[src/rtl/rbm_pkg.sv]
`default_nettype none
// ============================================================================
// Module      : rbm_pkg
// Description : Shared constants, FSM state type and sigmoid sampling helper
//               for the RBM Gibbs-step datapaths.
// Revision    : 1.0 - initial release
// ============================================================================
package rbm_pkg;

    localparam int          FRAC_BITS = 8;
    localparam int          SIG_HALF  = 128;
    localparam int          SIG_SHIFT = 2;
    localparam logic [15:0] LFSR_TAPS = 16'hB400;

    typedef enum logic [1:0] {
        IDLE   = 2'd0,
        ACC    = 2'd1,
        SAMPLE = 2'd2,
        OUT    = 2'd3
    } state_t;

    // Piecewise-linear sigmoid p = 0.5 + x/4 (in 1/256 units), clamped to
    // [0,1], then a Bernoulli draw using the low byte of the LFSR.
    function automatic logic sigmoid_sample(input logic signed [31:0] acc,
                                            input logic [15:0]        rnd);
        logic signed [31:0] p_raw;
        p_raw = 32'(SIG_HALF) + (acc >>> SIG_SHIFT);
        if (p_raw >= 32'sd256) begin
            return 1'b1;
        end else if (p_raw <= 32'sd0) begin
            return 1'b0;
        end else begin
            return (rnd[7:0] < p_raw[7:0]);
        end
    endfunction

endpackage
`default_nettype wire

[src/rtl/rbm_lfsr16.sv]
`default_nettype none
// ============================================================================
// Module      : rbm_lfsr16
// Description : 16-bit right-shifting Galois LFSR, one step per asserted
//               'step'. A zero seed is replaced by 1 so it never locks up.
// Revision    : 1.0 - initial release
// ============================================================================
module rbm_lfsr16
    import rbm_pkg::*;
#(
    parameter logic [15:0] SEED = 16'hACE1
) (
    input  logic        clk,
    input  logic        rst,
    input  logic        step,
    output logic [15:0] state
);

    localparam logic [15:0] SEED_EFF = (SEED == 16'h0000) ? 16'h0001 : SEED;

    logic [15:0] state_d;
    logic [15:0] state_q;

    // Next-state: shift right, fold taps back in when a one falls out.
    always_comb begin
        state_d = state_q;
        if (step) begin
            state_d = (state_q >> 1) ^ (state_q[0] ? LFSR_TAPS : 16'h0000);
        end
    end

    // State register, reloads the seed on reset.
    always_ff @(posedge clk) begin
        if (rst) begin
            state_q <= SEED_EFF;
        end else begin
            state_q <= state_d;
        end
    end

    assign state = state_q;

endmodule
`default_nettype wire

[src/rtl/rbm_visible_sampler.sv]
`default_nettype none
// ============================================================================
// Module      : rbm_visible_sampler
// Description : Hidden-to-visible half of an RBM Gibbs step. One shared
//               accumulator computes bias_j + sum_i h_i*W[i][j] per visible
//               unit, squashes it through a linear sigmoid and samples a
//               binary state against an LFSR. Result leaves on valid/ready.
// Revision    : 1.0 - initial release
// ============================================================================
module rbm_visible_sampler
    import rbm_pkg::*;
#(
    parameter int          N_HID     = 4,
    parameter int          N_VIS     = 4,
    parameter int          W_W       = 16,
    parameter int          ACC_W     = 20,
    parameter logic [15:0] LFSR_SEED = 16'hACE1
) (
    input  logic                                         clk,
    input  logic                                         rst,
    input  logic                                         start,
    input  logic [N_HID-1:0]                             hidden,
    input  logic                                         w_we,
    input  logic [((N_HID > 1) ? $clog2(N_HID) : 1)-1:0] w_addr_i,
    input  logic [((N_VIS > 1) ? $clog2(N_VIS) : 1)-1:0] w_addr_j,
    input  logic [W_W-1:0]                               w_data,
    input  logic                                         b_we,
    input  logic [((N_VIS > 1) ? $clog2(N_VIS) : 1)-1:0] b_addr,
    input  logic [W_W-1:0]                               b_data,
    output logic                                         busy,
    output logic                                         out_valid,
    input  logic                                         out_ready,
    output logic [N_VIS-1:0]                             visible
);

    localparam int HI_W = (N_HID > 1) ? $clog2(N_HID) : 1;
    localparam int VJ_W = (N_VIS > 1) ? $clog2(N_VIS) : 1;
    localparam logic [HI_W-1:0] I_LAST = HI_W'(N_HID - 1);
    localparam logic [VJ_W-1:0] J_LAST = VJ_W'(N_VIS - 1);

    // Sign-extend a Q.8 weight/bias into the accumulator format.
    function automatic logic signed [ACC_W-1:0] sext_w(input logic signed [W_W-1:0] v);
        return ACC_W'(v);
    endfunction

    state_t                  state_q,     state_d;
    logic                    busy_q,      busy_d;
    logic                    out_valid_q, out_valid_d;
    logic [N_VIS-1:0]        visible_q,   visible_d;
    logic [N_VIS-1:0]        vis_work_q,  vis_work_d;
    logic [N_HID-1:0]        hq_q,        hq_d;
    logic [HI_W-1:0]         i_q,         i_d;
    logic [VJ_W-1:0]         j_q,         j_d;
    logic signed [ACC_W-1:0] acc_q,       acc_d;
    logic signed [W_W-1:0]   w_q [N_HID][N_VIS];
    logic signed [W_W-1:0]   w_d [N_HID][N_VIS];
    logic signed [W_W-1:0]   b_q [N_VIS];
    logic signed [W_W-1:0]   b_d [N_VIS];

    logic [15:0]     lfsr_state;
    logic            lfsr_step;
    logic            sample_bit;
    logic [VJ_W-1:0] j_next;

    // The LFSR only moves while a unit is being sampled, so each run
    // consumes exactly N_VIS steps.
    assign lfsr_step  = (state_q == SAMPLE);
    assign sample_bit = sigmoid_sample(32'(acc_q), lfsr_state);
    assign j_next     = j_q + VJ_W'(1);

    rbm_lfsr16 #(
        .SEED (LFSR_SEED)
    ) u_lfsr (
        .clk   (clk),
        .rst   (rst),
        .step  (lfsr_step),
        .state (lfsr_state)
    );

    // Next-state logic: parameter writes while idle, FSM sequencing and
    // the shared multiply-free accumulate (hidden bits are binary).
    always_comb begin
        state_d     = state_q;
        busy_d      = busy_q;
        out_valid_d = out_valid_q;
        visible_d   = visible_q;
        vis_work_d  = vis_work_q;
        hq_d        = hq_q;
        i_d         = i_q;
        j_d         = j_q;
        acc_d       = acc_q;
        w_d         = w_q;
        b_d         = b_q;

        // Parameter memory is frozen for the duration of a run.
        if (!busy_q) begin
            if (w_we) begin
                w_d[w_addr_i][w_addr_j] = w_data;
            end
            if (b_we) begin
                b_d[b_addr] = b_data;
            end
        end

        case (state_q)
            IDLE: begin
                if (start) begin
                    hq_d    = hidden;
                    i_d     = '0;
                    j_d     = '0;
                    acc_d   = sext_w(b_q[0]);
                    busy_d  = 1'b1;
                    state_d = ACC;
                end
            end
            ACC: begin
                if (hq_q[i_q]) begin
                    acc_d = acc_q + sext_w(w_q[i_q][j_q]);
                end
                if (i_q == I_LAST) begin
                    state_d = SAMPLE;
                end else begin
                    i_d = i_q + HI_W'(1);
                end
            end
            SAMPLE: begin
                vis_work_d[j_q] = sample_bit;
                if (j_q == J_LAST) begin
                    state_d = OUT;
                end else begin
                    j_d     = j_next;
                    i_d     = '0;
                    acc_d   = sext_w(b_q[j_next]);
                    state_d = ACC;
                end
            end
            OUT: begin
                // First OUT cycle publishes the vector; afterwards hold
                // it until the consumer takes it.
                if (!out_valid_q) begin
                    out_valid_d = 1'b1;
                    visible_d   = vis_work_q;
                end else if (out_ready) begin
                    out_valid_d = 1'b0;
                    busy_d      = 1'b0;
                    state_d     = IDLE;
                end
            end
            default: begin
                state_d = IDLE;
            end
        endcase
    end

    // State and datapath registers; reset aborts any run in progress.
    always_ff @(posedge clk) begin
        if (rst) begin
            state_q     <= IDLE;
            busy_q      <= 1'b0;
            out_valid_q <= 1'b0;
            visible_q   <= '0;
            vis_work_q  <= '0;
            hq_q        <= '0;
            i_q         <= '0;
            j_q         <= '0;
            acc_q       <= '0;
            w_q         <= '{default: '0};
            b_q         <= '{default: '0};
        end else begin
            state_q     <= state_d;
            busy_q      <= busy_d;
            out_valid_q <= out_valid_d;
            visible_q   <= visible_d;
            vis_work_q  <= vis_work_d;
            hq_q        <= hq_d;
            i_q         <= i_d;
            j_q         <= j_d;
            acc_q       <= acc_d;
            w_q         <= w_d;
            b_q         <= b_d;
        end
    end

    assign busy      = busy_q;
    assign out_valid = out_valid_q;
    assign visible   = visible_q;

endmodule
`default_nettype wire

[config.mk]
export PLATFORM = sky130hd
export DESIGN_NAME = rbm_visible_sampler
export DESIGN_NICKNAME = d
export VERILOG_FILES = /design/src/rtl/rbm_pkg.sv /design/src/rtl/rbm_lfsr16.sv /design/src/rtl/rbm_visible_sampler.sv
export SDC_FILE = /design/constraint.sdc
export NUM_CORES = 1
export LEC_CHECK = 0
export ABC_AREA = 1
export BUFFER_PORTS_ARGS = -buffer_cell sky130_fd_sc_hd__buf_2
export CELL_PAD_IN_SITES_DETAIL_PLACEMENT = 0
export CELL_PAD_IN_SITES_GLOBAL_PLACEMENT = 1
export CORE_MARGIN = 10
export CORE_UTILIZATION = 35
export DETAILED_ROUTE_END_ITERATION = 8
export PLACE_DENSITY_LB_ADDON = 0.1
export SETUP_SLACK_MARGIN = 0.4
export SYNTH_ARGS = -nofsm -noshare
export SYNTH_HDL_FRONTEND = slang
export SYNTH_SLANG_ARGS = --single-unit
export TNS_END_PERCENT = 5
[constraint.sdc]
create_clock -name clk -period 5.25 [get_ports clk]
set_input_delay 0.7875 -clock clk [delete_from_list [all_inputs] [get_ports clk]]
set_output_delay 0.7875 -clock clk [all_outputs]
set_load 0.02 [all_outputs]
# == After elaboration in Yosys (flattened, before gate mapping) ==
# Index checks and enable logic that the tools add are counted.
# word_totals
input_bits,48
out_inout_bits,6
mem_bits_rw,0
wordCells,134
rom_bits,0
latchBits,0
reg_bits,376
n_memories,0
# op_classes
eq_ne,12
n_shift,0
addsub,4
mul,0
n_mux,47
reduce_logical,17
div_mod_pow,0
n_bitwise,9
magnitude_cmp,15
# ops
op,count
bitwise mux 256 bit,1
two-way mux 64 bit,3
binary-select mux 64 bit (select 2 bit),1
demux 64 bit (select 2 bit),1
two-way mux 16 bit,7
binary-select mux 16 bit (select 2 bit),2
bitwise mux 64 bit,1
demux 16 bit (select 2 bit),2
two-way mux 20 bit,3
case mux 20 bit (3 select lines),1
adder 20 x 16 -> 20 bit,1
adder 9 x 18 -> 19 bit (first input constant),1
>= comparator 19 x 10 -> 1 bit (second input constant),1
<= comparator 19 x 1 -> 1 bit (second input constant),1
>= comparator 3 bit (second input constant),6
two-way mux 2 bit,9
NOT 2 -> 3 bit,6
AND reduction 4 bit,4
bitwise XOR 15 x 16 -> 16 bit,1
!= test 2 bit (second input constant),7
< comparator 3 x 1 -> 1 bit (second input constant),3
two-way mux 1 bit,9
equality test 2 bit (second input constant),4
< comparator 8 bit,1
other kinds (18),28

# == Longest topological paths before layout ==
# Gate-level depths: netlist (run 1).
# logic_depth
depth_word,10
depth_mapped,26
depth_no_buf,23

# == Hierarchy ==
# Synthesis (run 1) repeated with hierarchy kept, for this count alone.
# unflattened
cells_unflattened,2581
area_unflattened_um2,17917.2
# modules_own_cells
module,cells_per_inst,n_inst,area_each_um2,seq_area_each_um2
rbm_visible_sampler,2501,1,17275.3,7206.9
rbm_lfsr16,80,1,641.9,320.3

# == Least setup slack after synthesis (run 1) ==
# No wires, ideal clock.
# synth_timing
path_type,reg-to-reg
start,register i_q[0]
end,register acc_q[18]
arrival_ps,2804
path_buffers,3
setup_time_ps,128
stages_incl_launch_ff,26
required_ps,5122
setup_slack_ps,2318
path_cell_list,dfxtp_1 > inv_2 > buf_6 > buf_2 > clkbuf_1 > nor2_1 > o221ai_1 > nand3_1 > nand2_1 > ha_1 > inv_1 > fa_1 > inv_1 > nand3_1 > nand2_1 > nand2_1 > nand2_1 > nand2_1 > nand2_1 > nand3_1 > nand2_1 > nand2_1 > nand3_1 > nand2_1 > nand2_1 > a21oi_1
# synth_between
elab_chain_cells,10
# synth_lines
item,line_no,source
from (decl),rbm_visible_sampler.sv:52,"logic [HI_W-1:0] i_q, i_d;"
from (signal assigned),rbm_visible_sampler.sv:176,i_q <= i_d;
NOT 2 -> 3 bit (not written as such),rbm_visible_sampler.sv:118,acc_d = acc_q + sext_w(w_q[i_q][j_q]);
binary-select mux 64 bit (select 2 bit),rbm_visible_sampler.sv:118,
two-way mux 64 bit (not written as such) (2 in a row),rbm_visible_sampler.sv:118,
binary-select mux 16 bit (select 2 bit),rbm_visible_sampler.sv:118,
two-way mux 16 bit (not written as such) (2 in a row),rbm_visible_sampler.sv:118,
adder 20 x 16 -> 20 bit,rbm_visible_sampler.sv:118,
two-way mux 20 bit,rbm_visible_sampler.sv:117,if (hq_q[i_q]) begin
case mux 20 bit (3 select lines),rbm_visible_sampler.sv:105,case (state_q)
to (signal assigned),rbm_visible_sampler.sv:166,acc_q <= '0;
to (signal assigned),rbm_visible_sampler.sv:178,acc_q <= acc_d;
to (decl),rbm_visible_sampler.sv:54,"logic signed [ACC_W-1:0] acc_q, acc_d;"
# Several ways; a longest one is shown, not always the timed one. The select of a mux whose other input is x is not followed.
# A chain may end at the register's enable or synchronous reset.

# == Worst setup path after layout (run 1) ==
# layout_timing
start,register i_q[0]
end,register acc_q[19]
# The elaborated chain is that of the path after synthesis.

==> flow_summary.ini, run 1 <==
[status]
outcome = finished, final reports clean

[die]
core_area_um2 = 50300
start_util_pct = 35.5
io_pins = 54
fp.dieW_um = 246
die_area_um2 = 60300
die_height_um = 246
placement_rows = 82

[power_and_ir_drop]
switching_share_pct = 39.7
static_leakage_nw = 7.84
vdd.ir_drop.worst_mv = 0.305
totalPowerFinal_mw = 9.82
power_per_cell_area_nw_per_um2 = 494
switching_component_of_the_power_mw = 3.90
power.share.combinational_pct = 35.4
pwr-share-clk_pct = 31.5
cellInternalPower_mw = 5.92
power.share.sequential_pct = 33.1

[worst_setup_path]
startpoint = i_q[0]$_SDFFE_PP0P_
timing.rr.start = i_q[0]$_SDFFE_PP0P_
regToRegSetupSlack_ns = 1.21
critical_path_class = flip-flop to flip-flop
worstRegToRegCells = 20
worstPathMaxFanout = 87
cp_data_required_time_ns = 5.76
start_kind = flip-flop
critical_path.endpoint_type = flip-flop
cp_data_arrival_time_ns = 4.55

[yosys]
synth.cell_area_um2 = 17800
ys.warnings.count = 0
syn_nets = 2660
synth.avg_cell_area_um2 = 6.92
sequential_to_total_area_share_from_yosys_stat_pct = 42.2
netlist_instances = 2575
ys_seq_elements = 376
synth_cell_type_count = 41

[detailed_routing]
final_wirelength_um = 62400
antenna_left = 0
routed_wire_length_per_instance_um = 19.3
drt_first_pass_iters = 5
dr_total_vias = 16800
first_iter_violations = 1327
routed_via_density = 5.20
drc_errors = 0

[sta]
hold_violation_total_from_the_final_report = 0
maxClockFrequency_mhz = 248
grt_setup_unrepaired = no
setup_viol = 0
fin_crit_sh_pct = 76.9
timing.clock.skew_ns = 0.0120
totalNegativeSetupSlack_ns = 0
worst_case_headroom_to_the_max_slew_limit_pct = 26.4
worst_slew_pin_slew_ns = 1.10
min_period_ns = 4.04
final-max-slew-violation-count = 0

[grt]
globalRouteOverflowTotal = 0
antenna_found_initial = 1
grt_first_pass_wirelength_um = 96400
groute.usage.overall_pct = 20.2
first_global_vias = 15600
grt_max_degree = 197

[finish]
multi_input_comb_area_um2 = 8550
synthesis_to_layout_area_growth_pct = 11.6
final_nets = 2608
fillers = 5359
fin_util_pct = 39.6
sequential_standard_cell_area_um2 = 7530
drive_above_1_share_pct = 7.74

[worst_hold_path]
min_path_cells = 2
worstHoldPathType = flip-flop to flip-flop
startpoint_of_the_most_critical_hold_path = w_q[61]$_SDFFE_PP0P_

[clocking]
cts_made_buffers = 45
postCtsHoldBufs = 0
cts.root.buffer_cell = clkbuf_16
max-clock-path-buffers = 3
cts.repair.resized = 0
cts_htree_levels = 2
cts_num_sinks = 376
cts_tree = done
cts.reportedPaths.clkPinSlew_ns = 0.06
worst_skew_pair.late_latency_ns = 0.58
post-cts-setup-buffer-count = 0

[place]
io_buffers = 53
place_congestion = 0.870
detailedPlacementHpwl_um = 39200

[flow_run]
max_cap_viol_count = 0
-- metrics by stage --
stage               hold WS (ns)  std cells  setup WS [ns]  instance area, um2
CTS                        0.440       3229           1.21               19900
floorplan                  0.420       2575           2.32               17800
finish                     0.441       3230           1.21               19900
global placement           0.428       3148           1.23               18400
detailed placement         0.432       3148           1.24               18400
global route               0.453       3229          0.782               19900
-- critical path, stage by stage, from the launching register on --
cell	delay [ns]
dfxtp_4	0.45
inv_4	0.68
buf_4	0.36
a21oi_1	0.09
o21ai_0	0.11
nand3_1	0.09
nand3_1	0.17
nand2_1	0.18
ha_1	0.39
nand2_1	0.14
nor2_1	0.20
inv_1	0.08
nor3_1	0.33
nand3_1	0.17
inv_1	0.08
nor2_1	0.04
nand3_1	0.08
nand3_1	0.07
nand2_1	0.09
nand2_1	0.05
a21oi_1	0.11
-- sequential cells by signal (all words and copies together), names as in the netlist --
name and cells:
acc_q 20, b_q 64, busy 1, hq_q 4
i_q 2, j_q 2, out_valid 1, state_q 2
u_lfsr.state 16, vis_work_q 4, visible 4, w_q 256
-- logic make-up after synthesis --
logic type               count (synthesis)  share of synthesized area (%)
adder cells (fa/ha/maj)                 37                           2.64
XOR/XNOR                                 5                          0.246
flip-flops                             376                           42.2
AO/OA/AOI/OAI                          919                           26.4
buffers and inverters                  444                           9.80
AND/OR/NAND/NOR                        794                           18.6
-- synth_stat cells (all sizes together) --
library cell / n / area [um2]
o21ai: 495 / 2480
a21oi: 389 / 1950
dfxtp: 376 / 7530
nor2: 364 / 1390
inv: 256 / 961
nand2: 224 / 853
nand3: 176 / 886
clkbuf: 135 / 507
buf: 50 / 268
ha: 36 / 450
o221ai: 17 / 155
nor3: 13 / 86.3
nand4: 6 / 37.5
or2: 5 / 31.3
a21o: 4 / 30.0
o21bai: 4 / 30.0
xor2: 4 / 35.0
clkinv: 3 / 11.3
nor4: 3 / 18.8
a211oi: 2 / 15.0
a22oi: 2 / 15.0
a31oi: 2 / 12.5
nand3b: 2 / 15.0
o211ai: 2 / 15.0
o22ai: 2 / 12.5
and2: 1 / 6.26
fa: 1 / 20.0
xnor2: 1 / 8.76
-- power by group through the flow --
stage | combinational (mW) | sequential (mW) | clock [mW]
finish | 3.48 | 3.25 | 3.10
global route | 3.91 | 3.27 | 3.30
CTS | 3.50 | 3.25 | 3.19
detailed placement | 3.48 | 3.31 | 0
global placement | 3.48 | 3.31 | 0
floorplan | 2.41 | 3.23 | 0
-- layout by cell type (no fill, tap or decap), drive strengths merged --
| master | count |
|---|---|
| a211oi | 2 |
| a21o | 4 |
| a21oi | 389 |
| a22oi | 2 |
| a31oi | 2 |
| and2 | 1 |
| buf | 86 |
| clkbuf | 71 |
| clkinv | 12 |
| dfxtp | 376 |
| diode | 1 |
| fa | 1 |
| ha | 36 |
| inv | 257 |
| nand2 | 224 |
| nand3 | 176 |
| nand3b | 2 |
| nand4 | 6 |
| nor2 | 364 |
| nor3 | 13 |
| nor4 | 3 |
| o211ai | 2 |
| o21ai | 495 |
| o21bai | 4 |
| o221ai | 17 |
| o22ai | 2 |
| or2 | 5 |
| xnor2 | 1 |
| xor2 | 4 |
-- worst paths after layout --
check,endpoint
hold / removal,w_q[61]$_SDFFE_PP0P_
hold reg to reg,w_q[61]$_SDFFE_PP0P_
setup / recovery,acc_q[19]$_SDFFE_PP0P_
setup reg to reg,acc_q[19]$_SDFFE_PP0P_
-- layout make-up --
class                           count  area share [%]
Inverter                          259            4.95
Multi-Input combinational cell   1755            43.0
Sequential cell                   376            37.9
Clock buffer                       71            7.07
Antenna cell                        1          0.0126
Timing Repair Buffer               86            2.58
Clock inverter                     10           0.271
Tap cell                          672            4.23
-- metal layers --
metal  part of all wire [%]  wire, um  track usage [%]
met5                      0         0                0
met4                    1.6      1020             4.45
met3                    4.3      2700             2.63
met2                     44     27600             32.0
met1                     50     31100             28.8
Power figures use the tool's default switching activity.
==> inputs of run 2 (changes only) <==
==> constraint.sdc (replaced) <==
create_clock -name clk -period 4 [get_ports clk]
set_input_delay 0.6 -clock clk [delete_from_list [all_inputs] [get_ports clk]]
set_output_delay 0.6 -clock clk [all_outputs]
set_load 0.02 [all_outputs]
==> run 2 against run 1 <==
Worst setup slack lost 0.46 ns. Sequential cell count unchanged. Critical endpoint is now acc_q[9]$_SDFFE_PP0P_. Sequential power rose by 31%. Non-clock buffer count grew 15. Die area stayed put. First-iteration DRC count down 0.90%.
==> flow_summary.ini, run 2 (same netlist as run 1, synthesis figures left out) <==
[detailed_routing]
final_wirelength_um = 62500
drc_errors = 0
routed_wire_length_per_instance_um = 19.2
dr_total_vias = 17000
first_iter_violations = 1315
routed_via_density = 5.23
antenna_left = 0
drt_first_pass_iters = 5

[sta]
final-max-slew-violation-count = 0
maxClockFrequency_mhz = 308
worst_case_headroom_to_the_max_slew_limit_pct = 24.0
timing.clock.skew_ns = 0.0299
fin_crit_sh_pct = 81.1
hold_violation_total_from_the_final_report = 0
grt_setup_unrepaired = no
worst_slew_pin_slew_ns = 1.14
fin_hold_ws_ns = 0.269
setup_viol = 0
worst_slack_ns = 0.754
totalNegativeSetupSlack_ns = 0
min_period_ns = 3.25

[finish]
final_cell_mix = 471 x o21ai_0, 388 x a21oi_1, 373 x dfxtp_1, 360 x nor2_1, 240 x inv_1
layout_commonest_cell = o21ai_0
fin_util_pct = 40.1
fillers = 5334
antenna_cells_inserted = 0
largest_register_ffs = 256
final_nets = 2624
drive_above_1_share_pct = 8.16
registers.top_by_ff_count = w_q
synthesis_to_layout_area_growth_pct = 13.2
reg_top3 = w_q x256, b_q x64, acc_q x20

[die]
start_util_pct = 35.5
die_area_um2 = 60300
io_pins = 54
placement_rows = 82
fp.dieW_um = 246
die_height_um = 246
core_area_um2 = 50300

[clocking]
cts.reportedPaths.clkPinSlew_ns = 0.06
postCtsHoldBufs = 0
cts_tree = done
worst_skew_pair.late_latency_ns = 0.60
cts_htree_levels = 2
cts_made_buffers = 46
cts_num_sinks = 376
max-clock-path-buffers = 3
cts.root.buffer_cell = clkbuf_16

[place]
place_congestion = 0.902
place_worst_setup_slack_ns = 0.613
detailedPlacementHpwl_um = 40300
io_buffers = 53

[grt]
grt_max_degree = 142
first_global_vias = 15700
grtUsageMet3_pct = 3.17
global_route.usage.met2_pct = 31.4
antenna_found_initial = 0
groute.usage.overall_pct = 20.2
gr-usage-met1_pct = 28.9
global_route.peak_usage_layer = met2
grt_first_pass_wirelength_um = 96300
globalRouteOverflowTotal = 0

[worst_setup_path]
worstRegToRegCells = 17
cp_data_required_time_ns = 4.44
cpPeakStageDelay_ns = 0.36
critical_path_class = flip-flop to flip-flop
worstPathMaxFanout = 44
critical_path.top_delay_family = simple AND/OR/NAND/NOR gates
logic_depth_of_the_worst_path_buffers_included = 17
crit_chain = inv_6 -> buf_12 -> o21ai_0 -> o221ai_1 -> nand3_1 -> nand2_1 -> ha_1 -> a21oi_1 -> nand2_1 -> nand2_1 -> nand3_1 -> nand2_1 -> nand2_1 -> nor2_1 -> o21ai_0 -> nand2_1 -> a21oi_1
crit_path_most_repeated_cell = nand2_1
buffers_and_inverters_on_the_worst_path = 2
cp_data_arrival_time_ns = 3.69
start_kind = flip-flop
critical_path.endpoint_type = flip-flop
library_cell_contributing_the_largest_single_delay_on_the_critical_path = dfxtp_4

[worst_hold_path]
worstHoldPathType = input pin to flip-flop
min_path_cells = 3

[power_and_ir_drop]
power.share.combinational_pct = 35.6
power_per_cell_area_nw_per_um2 = 660
power.share.sequential_pct = 31.9
pwr-share-clk_pct = 32.4
static_leakage_nw = 7.97
cellInternalPower_mw = 8.08
switching_share_pct = 39.3
totalPowerFinal_mw = 13.3
vdd.ir_drop.worst_mv = 0.315
switching_component_of_the_power_mw = 5.23

[status]
outcome = finished, final reports clean

[flow_run]
max_cap_viol_count = 0
==> run 2: cell types whose count changed in the layout (fill, tap and decap cells not counted), sizes merged <==
cell,before,now
buf,86,101
bufinv,0,4
clkbuf,71,70
clkinv,12,11
clkinvlp,0,1
diode,1,0
==> run 2: area by class of cell <==
| cell class | instances | area, um2 | share of cell area, % |
|---|---|---|---|
| well taps | 672 | 841 | 4.17 |
| clock inverters | 14 | 173 | 0.856 |
| repair buffers | 101 | 726 | 3.60 |
| inverters | 259 | 987 | 4.89 |
| multi-input cells | 1755 | 8550 | 42.4 |
| flip-flops and latches | 376 | 7530 | 37.3 |
| clock buffers | 70 | 1370 | 6.77 |
==> run 2: what timing repair did <==
item | 4_1_cts | 5_1_grt
setup buffers | 0 | 0
gates resized for setup | 0 | 3
hold endpoints to repair | 0 | 0
setup endpoints to repair | 0 | 4
==> run 2: path summary, 6_finish.rpt <==
kind | from | end | slack, ns
setup reg to reg | i_q[0]$_SDFFE_PP0P_ | acc_q[9]$_SDFFE_PP0P_ | 0.75
hold / removal | b_data[15] | b_q[31]$_SDFFE_PP0P_ | 0.27
hold reg to reg | w_q[221]$_SDFFE_PP0P_ | w_q[221]$_SDFFE_PP0P_ | 0.44
setup / recovery | i_q[0]$_SDFFE_PP0P_ | acc_q[9]$_SDFFE_PP0P_ | 0.75
==> run 2: tightest hold or removal path, delay by kind of cell <==
| kind | cells | cell delay [ns] |
|---|---|---|
| AND/OR/NAND/NOR | 2 | 0.12 |
| buffers and inverters | 1 | 0.10 |
==> run 2: metrics by stage <==
stage / cells / instance area, um2
floorplan: 2575 / 17800
global placement: 3163 / 18600
detailed placement: 3163 / 18600
CTS: 3247 / 20200
global route: 3247 / 20200
finish: 3247 / 20200
==> run 2: power by group through the flow <==
stage,combinational [mW],clock (mW),sequential (mW)
5_1_grt,5.31,4.57,4.28
2_1_floorplan,3.16,0,4.24
3_3_place_gp,4.73,0,4.33
3_5_place_dp,4.72,0,4.33
6_report,4.74,4.31,4.25
4_1_cts,4.74,4.42,4.25
==> run 2: layer usage <==
layer  wire [um]  vias up
li1            -     8508
met1       30600     7959
met3        3460       70
met5           0        -
met4        1050        0
met2       27400      431
